`config.mk`:
```
export PLATFORM = sky130hd
export DESIGN_NAME = io_in_port_flat
export DESIGN_NICKNAME = d
export VERILOG_FILES = /design/src/rtl/io_in_port_if.sv /design/src/rtl/io_in_port.sv /design/src/flat_wrapper.sv
export SDC_FILE = /design/constraint.sdc
export NUM_CORES = 1
export LEC_CHECK = 0
export ABC_AREA = 1
export CORE_MARGIN = 2
export CORE_UTILIZATION = 40
export DETAILED_ROUTE_END_ITERATION = 8
export PLACE_DENSITY = 0.83
export SLEW_MARGIN = 10
export SYNTH_ARGS = -nofsm -noshare
export SYNTH_HDL_FRONTEND = slang
export SYNTH_SLANG_ARGS = --single-unit
```
`constraint.sdc`:
```
create_clock -name clk -period 3.3 [get_ports clk]
set_input_delay 0.66 -clock clk [delete_from_list [all_inputs] [get_ports clk]]
set_output_delay 0.66 -clock clk [all_outputs]
set_load 0.005 [all_outputs]
```
`src/rtl/io_in_port_if.sv`:
```
// IO bus bundle shared by the CPU (master) and memory-mapped IO peripherals (slave).
// Loads return data the cycle after ld_re_io; stores are single-cycle with byte enables.
interface io_in_port_if;
   logic        ld_re_io;
   logic [9:0]  ld_adr_io;
   logic [31:0] ld_data_io;
   logic [3:0]  st_we_io;
   logic [9:0]  st_adr_io;
   logic [31:0] st_data_io;

   modport master (
      output ld_re_io, ld_adr_io, st_we_io, st_adr_io, st_data_io,
      input  ld_data_io
   );

   modport slave (
      input  ld_re_io, ld_adr_io, st_we_io, st_adr_io, st_data_io,
      output ld_data_io
   );
endinterface

```
`src/rtl/io_in_port.sv`:
```
// Memory-mapped input port: synchronised, debounced pins with sticky rising-edge flags,
// a per-bit interrupt enable and a registered level interrupt.
module io_in_port #(
   parameter int          N_IN      = 4,
   parameter logic [9:0]  BASE_WADR = 10'h3E0,
   parameter int          DB_DIV    = 50000
) (
   input  logic            clk,
   input  logic            rst_n,
   input  logic [N_IN-1:0] pin_in,
   io_in_port_if.slave     bus,
   output logic            irq_out
);

   localparam int PW = $clog2(DB_DIV);

   localparam logic [9:0] OFF_LEVEL = 10'd0;
   localparam logic [9:0] OFF_EDGE  = 10'd1;
   localparam logic [9:0] OFF_IRQEN = 10'd2;

   logic [N_IN-1:0]       sync1_q, sync2_q;
   logic [PW-1:0]         presc_q, presc_d;
   logic                  tick;
   logic [N_IN-1:0][1:0]  cnt_q, cnt_d;
   logic [N_IN-1:0]       lvl_q, lvl_d;
   logic [N_IN-1:0]       lvlPrev_q;
   logic [N_IN-1:0]       edg_q, edg_d;
   logic [N_IN-1:0]       irqEn_q, irqEn_d;
   logic [31:0]           ldData_q, ldData_d;
   logic                  irq_q, irq_d;
   logic [N_IN-1:0]       rise;
   logic [N_IN-1:0]       clrMask;
   logic [9:0]            ldOff, stOff;
   logic                  stLow;

   assign tick    = (presc_q == PW'(DB_DIV - 1));
   assign presc_d = tick ? '0 : presc_q + PW'(1);

   // A new level is accepted only after three consecutive ticks that disagree with it.
   always_comb begin
      lvl_d = lvl_q;
      cnt_d = cnt_q;
      if (tick) begin
         for (int i = 0; i < N_IN; i++) begin
            if (sync2_q[i] == lvl_q[i]) begin
               cnt_d[i] = 2'd0;
            end else if (cnt_q[i] == 2'd2) begin
               lvl_d[i] = sync2_q[i];
               cnt_d[i] = 2'd0;
            end else begin
               cnt_d[i] = cnt_q[i] + 2'd1;
            end
         end
      end
   end

   assign ldOff = bus.ld_adr_io - BASE_WADR;
   assign stOff = bus.st_adr_io - BASE_WADR;
   assign stLow = bus.st_we_io[0];
   assign rise  = lvl_q & ~lvlPrev_q;

   // A rise in the same cycle as a write-one-to-clear keeps the flag set.
   always_comb begin
      clrMask = '0;
      irqEn_d = irqEn_q;
      if (stLow && (stOff == OFF_EDGE)) begin
         clrMask = bus.st_data_io[N_IN-1:0];
      end
      if (stLow && (stOff == OFF_IRQEN)) begin
         irqEn_d = bus.st_data_io[N_IN-1:0];
      end
      edg_d = (edg_q & ~clrMask) | rise;
   end

   always_comb begin
      ldData_d = '0;
      if (bus.ld_re_io) begin
         case (ldOff)
            OFF_LEVEL: ldData_d = 32'(lvl_q);
            OFF_EDGE:  ldData_d = 32'(edg_q);
            OFF_IRQEN: ldData_d = 32'(irqEn_q);
            default:   ldData_d = '0;
         endcase
      end
   end

   assign irq_d = |(edg_q & irqEn_q);

   always_ff @(posedge clk or negedge rst_n) begin
      if (!rst_n) begin
         sync1_q   <= '0;
         sync2_q   <= '0;
         presc_q   <= '0;
         cnt_q     <= '0;
         lvl_q     <= '0;
         lvlPrev_q <= '0;
         edg_q     <= '0;
         irqEn_q   <= '0;
         ldData_q  <= '0;
         irq_q     <= 1'b0;
      end else begin
         sync1_q   <= pin_in;
         sync2_q   <= sync1_q;
         presc_q   <= presc_d;
         cnt_q     <= cnt_d;
         lvl_q     <= lvl_d;
         lvlPrev_q <= lvl_q;
         edg_q     <= edg_d;
         irqEn_q   <= irqEn_d;
         ldData_q  <= ldData_d;
         irq_q     <= irq_d;
      end
   end

   assign bus.ld_data_io = ldData_q;
   assign irq_out        = irq_q;

endmodule

```
`src/flat_wrapper.sv`:
```
// flat-port wrapper written by rule: the top's interface ports become plain ports
module io_in_port_flat 
#(
   parameter int          N_IN      = 4,
   parameter logic [9:0]  BASE_WADR = 10'h3E0,
   parameter int          DB_DIV    = 50000
)
  (clk, rst_n, pin_in, irq_out, bus_ld_re_io, bus_ld_adr_io, bus_st_we_io, bus_st_adr_io, bus_st_data_io, bus_ld_data_io);
  io_in_port_if bus_i ();
  input  logic clk;
  input  logic rst_n;
  input  logic [N_IN-1:0] pin_in;
  output logic irq_out;
  input wire logic [$bits(bus_i.ld_re_io)-1:0] bus_ld_re_io;
  input wire logic [$bits(bus_i.ld_adr_io)-1:0] bus_ld_adr_io;
  input wire logic [$bits(bus_i.st_we_io)-1:0] bus_st_we_io;
  input wire logic [$bits(bus_i.st_adr_io)-1:0] bus_st_adr_io;
  input wire logic [$bits(bus_i.st_data_io)-1:0] bus_st_data_io;
  output wire logic [$bits(bus_i.ld_data_io)-1:0] bus_ld_data_io;
  assign bus_i.ld_re_io = bus_ld_re_io;
  assign bus_i.ld_adr_io = bus_ld_adr_io;
  assign bus_i.st_we_io = bus_st_we_io;
  assign bus_i.st_adr_io = bus_st_adr_io;
  assign bus_i.st_data_io = bus_st_data_io;
  assign bus_ld_data_io = bus_i.ld_data_io;
  io_in_port #(.N_IN(N_IN), .BASE_WADR(BASE_WADR), .DB_DIV(DB_DIV)) u_core (.clk(clk), .rst_n(rst_n), .pin_in(pin_in), .bus(bus_i), .irq_out(irq_out));
endmodule
```
==> results of run 1 <==
[per-stage QoR]
stage / worst slack [ns] / hold WS (ns) / instances / cell area [sq um] / total power [mW]
after CTS: 1.210 / 0.3547 / 473 / 3294 / 1.187
after floorplan: 1.634 / 0.3312 / 364 / 2960 / 0.7342
after global placement: 0.9591 / 0.3338 / 466 / 3191 / 0.7666
after global routing: 1.067 / 0.3620 / 473 / 3294 / 1.226
after detailed placement: 0.8957 / 0.3362 / 466 / 3191 / 0.7700
final: 1.200 / 0.3357 / 473 / 3294 / 1.169
[report_power, final]
part           total [mW]  switching [mW]  internal (mW)
Clock               0.413           0.193          0.220
Combinational      0.0953          0.0497         0.0456
Sequential          0.661         0.00460          0.657
Total                1.17           0.247          0.923
[cell type report]
type,count,share of cell area
Clock buffer,5,0.02089
Clock inverter,2,0.01063
Inverter,49,0.05621
Multi-Input combinational cell,231,0.3631
Sequential cell,53,0.4026
Tap cell,96,0.03646
Timing Repair Buffer,37,0.1101
[metal layers]
layer,up-vias,share of wire,track usage
met5,-,0,0
li1,1084,-,-
met4,0,0.017,0.05372
met2,54,0.50,0.2413
met1,965,0.44,0.1597
met3,7,0.044,0.01772
[layout by cell type, fill, tap and decap left out, types with 2 or more instances in the layout]
cell	count
a21oi_1	5
a21oi_2	5
clkbuf_8	5
clkdlybuf4s50_1	35
clkinv_2	2
conb_1	28
dfrtp_1	53
ha_1	3
inv_1	48
nand2_1	62
nand2_2	2
nand3_1	37
nand3_2	2
nand4_1	8
nor2_1	29
nor2_2	9
nor3_1	7
nor3_2	3
o21ai_0	2
o21ai_1	5
o21ai_2	2
or2_4	2
xnor2_1	9
xor2_1	5
[final timing paths]
kind	startpoint	end	slack, ns
setup / recovery	bus_ld_adr_io[5]	u_core.bus.ld_data_io[0]	1.20
hold / removal	rst_n	u_core.presc_q[11]	0.34
setup reg to reg	u_core.presc_q[0]	u_core.cnt_q[1]	1.44
hold reg to reg	u_core.sync1_q[3]	u_core.sync2_q[3]	0.36
max in group asynchronous	rst_n	u_core.cnt_q[0]	2.21
min in group clk	u_core.sync1_q[3]	u_core.sync2_q[3]	0.36
[registers in the layout, summed over array words and instances, names as in the netlist]
name	flops
u_core.bus.ld_data_io	4
u_core.cnt_q	8
u_core.edg_q	4
u_core.irqEn_q	4
u_core.irq_out	1
u_core.lvlPrev_q	4
u_core.lvl_q	4
u_core.presc_q	16
u_core.sync1_q	4
u_core.sync2_q	4
[logic make-up after synthesis]
family	after synthesis	synth area share
and+or+nand+nor	165	0.2779
DFF	53	0.4639
other	1	0.001312
xor gates and xnor gates	14	0.04289
AOI/OAI and AO/OA	21	0.04770
adders and majority gates	3	0.01313
buffers and inverters	80	0.1532
[worst max-delay path, cell delays in order]
cell,delay (ns)
clkdlybuf4s50_1,0.52
ha_1,0.24
nand3_1,0.09
nand2_1,0.07
nand2_1,0.09
nor2_4,0.24
o211ai_1,0.15
nor2_2,0.16
nand2_1,0.08
inv_1,0.05
==> impl_metrics.toml, run 1 <==
[power]
ir_worst_vdd_mv = 0.1564
powerDensity_nw_per_um2 = 355.0
p_leak_nw = 1.593

[cts]
post_cts_buffers = 0
hold_buffers = 0
cts_buffer_depth = 2
h-tree-depth = 2
cts_tree = "yes"
clk_pin_slew_ns = 0.09
cts_resized = 0
clk_latency_ns = 0.30
cts_buffers = 5
cts_root_buf = "clkbuf_8"
cts.sinks = 53

[critical_path]
crit_type = "input port to flop"
worst_setup_path_start_kind = "input port"
path_max_fanout = 13
worstSetupEndpointType = "flop"
required_ns = 3.55
arrival_ns = 2.35
ff2ff_path_depth = 9

[layout]
antenna-diode-count = 0
nets = 443
n_fill_cell = 626
layout-drive-gt1-share = 0.1008
fin_util = 0.4796
regArea_sq_um = 1326
multi_input_area_sq_um = 1196
area_growth_pct = 15.23

[route]
drtIter0Drc = 79
wirelength_um = 4693
antenna_left = 0
drt_pass1_iterations = 4
via_count = 2110
vias_per_cell = 4.461
wire_per_inst_um = 9.922
drc = 0

[sta]
max_freq_mhz = 476.2
tightest_slew_ns = 0.5646
hold_viol = 0
finalSetupViolations = 0
fin_skew_ns = 0.01037
slew_violations = 0
relSlewSlack = 0.6236
finalCriticalPeriod_ns = 2.100
rsz0062_at_grt = "no"
min_period_over_period = 0.6363
setup_tns_ns = 0

[placement]
place.detailed.hpwl_um = 3671
port_buffers = 36
gp_congestion = 0.8159

[global_routing]
grt_antenna_before_repair = 0
grt_overflow = 0
grt_pass1_wl_um = 8286
grt_pass1_vias = 2000
grt_max_degree = 28
grt_usage = 0.1334

[synthesis]
syn_area_per_cell_sq_um = 8.484
yosys-top-cells-count = "nand2_1, dfrtp_1, inv_1"
yosysMostFrequentCell = "nand2_1"
ys_ff_latch = 53
syn_area_sq_um = 2859
synth_cell_types = 31
yosysTopAreaCell = "dfrtp_1"
yosysWarnings = 0
synthDominantCellAreaShare = 0.4639
ys_seq_area_frac = 0.4639
synth_edf_count = 0
syn_inst = 337
ys.flop_type = "dfrtp_1"
async_flop_share = 1.000
yosys-top-cells-area = "dfrtp_1, nand2_1, buf_4"

[floorplan]
start_util = 0.4162
fp.dieW_um = 88.54
core_area_sq_um = 6869
num_io_pins = 96
die_height_um = 88.54
num_rows = 30
dieArea_sq_um = 7839

[hold_path]
hp-class = "input port to async pin"

[status]
status = "complete, no violations"

[job]
max_cap_violations = 0
Note: power is estimated with default switching activity, not from simulation.
==> run 2, diff against run 1 <==
==> constraint.sdc (replaced) <==
create_clock -name clk -period 2 [get_ports clk]
set_input_delay 0.4 -clock clk [delete_from_list [all_inputs] [get_ports clk]]
set_output_delay 0.4 -clock clk [all_outputs]
set_load 0.005 [all_outputs]
==> run 2 against run 1 <==
  * First-iteration DRC count grew 38%
  * Non-clock buffer count grew 5
  * Register-to-register slack lost 1.1 ns
  * Wire length grew 7.3%
  * Largest power group unchanged
  * Global-route usage grew 0.44 points
  * Sequential power grew 65%
  * Largest cell class unchanged
==> impl_metrics.toml, run 2 (synthesized netlist as in run 1, its figures left out) <==
[sta]
finalCriticalPeriod_ns = 1.703
hold_slack_ns = 0.03141
setup_tns_ns = 0
fin_skew_ns = 0.002629
finalSetupViolations = 0
rsz0062_at_grt = "no"
slew_violations = 0
min_period_over_period = 0.8516
max_freq_mhz = 587.1
final.setup.worst_slack_ns = 0.2968
hold_viol = 0

[layout]
nets = 448
final_common_cell = "nand2_1"
reg_top3 = "u_core.presc_q: 16 flops, u_core.cnt_q: 8 flops"
layout_common_cells = "nand2_1, dfrtp_1, inv_1"
regMostFlops = "u_core.presc_q"
layout-drive-gt1-share = 0.1070
largest_register_ffs = 16
area_growth_pct = 16.59
fin_util = 0.4852
antenna-diode-count = 0
n_fill_cell = 631
multi_input_area_sq_um = 1196
regArea_sq_um = 1326
final_cell_area_sq_um = 3333

[critical_path]
max_stage_delay_ns = 0.51
worstSetupEndpointType = "flop"
worst_setup_path_start_kind = "input port"
crit_type = "input port to flop"
required_ns = 2.24
slowest_stage = "clkdlybuf4s50_1"
path_max_fanout = 4
arrival_ns = 1.95
path_cells = "clkdlybuf4s50_1 > ha_1 > nand2_1 > nand2_1 > nand3_1 > nor2_1 > nand3_1 > nand3_1 > nand2_1 > inv_1"

[cts]
h-tree-depth = 2
cts_buffers = 5
cts_resized = 0
post_cts_buffers = 0
cts.sinks = 53
hold_buffers = 0
cts_root_buf = "clkbuf_8"
clk_latency_ns = 0.30
clk_pin_slew_ns = 0.08
cts_tree = "yes"
cts_buffer_depth = 2

[route]
wirelength_um = 5035
via_count = 2181
antenna_left = 0
vias_per_cell = 4.553
drt_pass1_iterations = 4
wire_per_inst_um = 10.51
drtIter0Drc = 109
drc = 0

[placement]
placed_area_sq_um = 3253
place.detailed.hpwl_um = 3945
gp_congestion = 0.8178
dp_slack_ns = -0.01841
port_buffers = 36

[power]
ir_worst_vdd_mv = 0.2706
powerDensity_nw_per_um2 = 548.4
p_leak_nw = 1.611

[floorplan]
core_area_sq_um = 6869
die_height_um = 88.54
num_rows = 30
dieArea_sq_um = 7839
start_util = 0.4162
fp.dieW_um = 88.54
num_io_pins = 96

[global_routing]
grt_pass1_wl_um = 8625
grt_pass1_vias = 2115
grt_usage = 0.1377
grt_overflow = 0
grt_max_degree = 36
grt_antenna_before_repair = 0

[hold_path]
hp-class = "input port to async pin"

[job]
max_cap_violations = 0

[status]
status = "complete, no violations"
==> run 2: cell count changes in the layout (fill, tap and decap cells not counted), sizes merged <==
cell    delta
clkinv     -1
clkbuf     +3
bufinv     -1
buf        +5
==> run 2: final timing paths <==
| check | from | end | slack, ns | depth (start not counted) |
|---|---|---|---|---|
| min in group clk | u_core.sync1_q[2] | u_core.sync2_q[2] | 0.35 | 0 |
| worst max register to register | u_core.presc_q[0] | u_core.lvl_q[3] | 0.30 | 10 |
| worst max-delay path | bus_ld_adr_io[6] | u_core.bus.ld_data_io[2] | 0.30 | 10 |
| worst min-delay path | rst_n | u_core.presc_q[11] | 0.03 | 1 |
| max in group asynchronous | rst_n | u_core.irqEn_q[0] | 1.45 | 2 |
| worst min register to register | u_core.sync1_q[2] | u_core.sync2_q[2] | 0.35 | 0 |
==> run 2: report_power, final <==
group | leakage, nW | total [mW] | switching [mW] | internal [mW]
combinational | 0.885 | 0.172 | 0.0854 | 0.0865
sequential | 0.687 | 1.09 | 0.00755 | 1.08
clock | 0.0395 | 0.565 | 0.316 | 0.249
==> run 2: stage by stage <==
step	power [mW]	cells
2_1_floorplan	1.211	364
3_3_place_gp	1.278	471
3_5_place_dp	1.285	471
4_1_cts	1.846	479
5_1_grt	1.922	479
6_report	1.828	479
==> run 2: final cells by class <==
| type | instances | share of cell area |
|---|---|---|
| flip-flops and latches | 53 | 0.3979 |
| well taps | 96 | 0.03604 |
| multi-input cells | 231 | 0.3589 |
| inverters | 49 | 0.05556 |
| clock buffers | 8 | 0.02402 |
| repair buffers | 42 | 0.1276 |
==> run 2: worst max-delay path, delay by kind of cell <==
family / cells / cell delay (ns)
simple gates: 7 / 0.75
fa+ha+maj: 1 / 0.23
buf+inv: 2 / 0.56
==> run 2: metal layers <==
| metal | share of wire | up-vias | global-route usage |
|---|---|---|---|
| met1 | 0.45 | 1024 | 0.1691 |
| met5 | 0 | - | 0 |
| met2 | 0.50 | 54 | 0.2481 |
| met4 | 0.012 | 0 | 0.03581 |
| li1 | - | 1097 | - |
| met3 | 0.038 | 6 | 0.02705 |
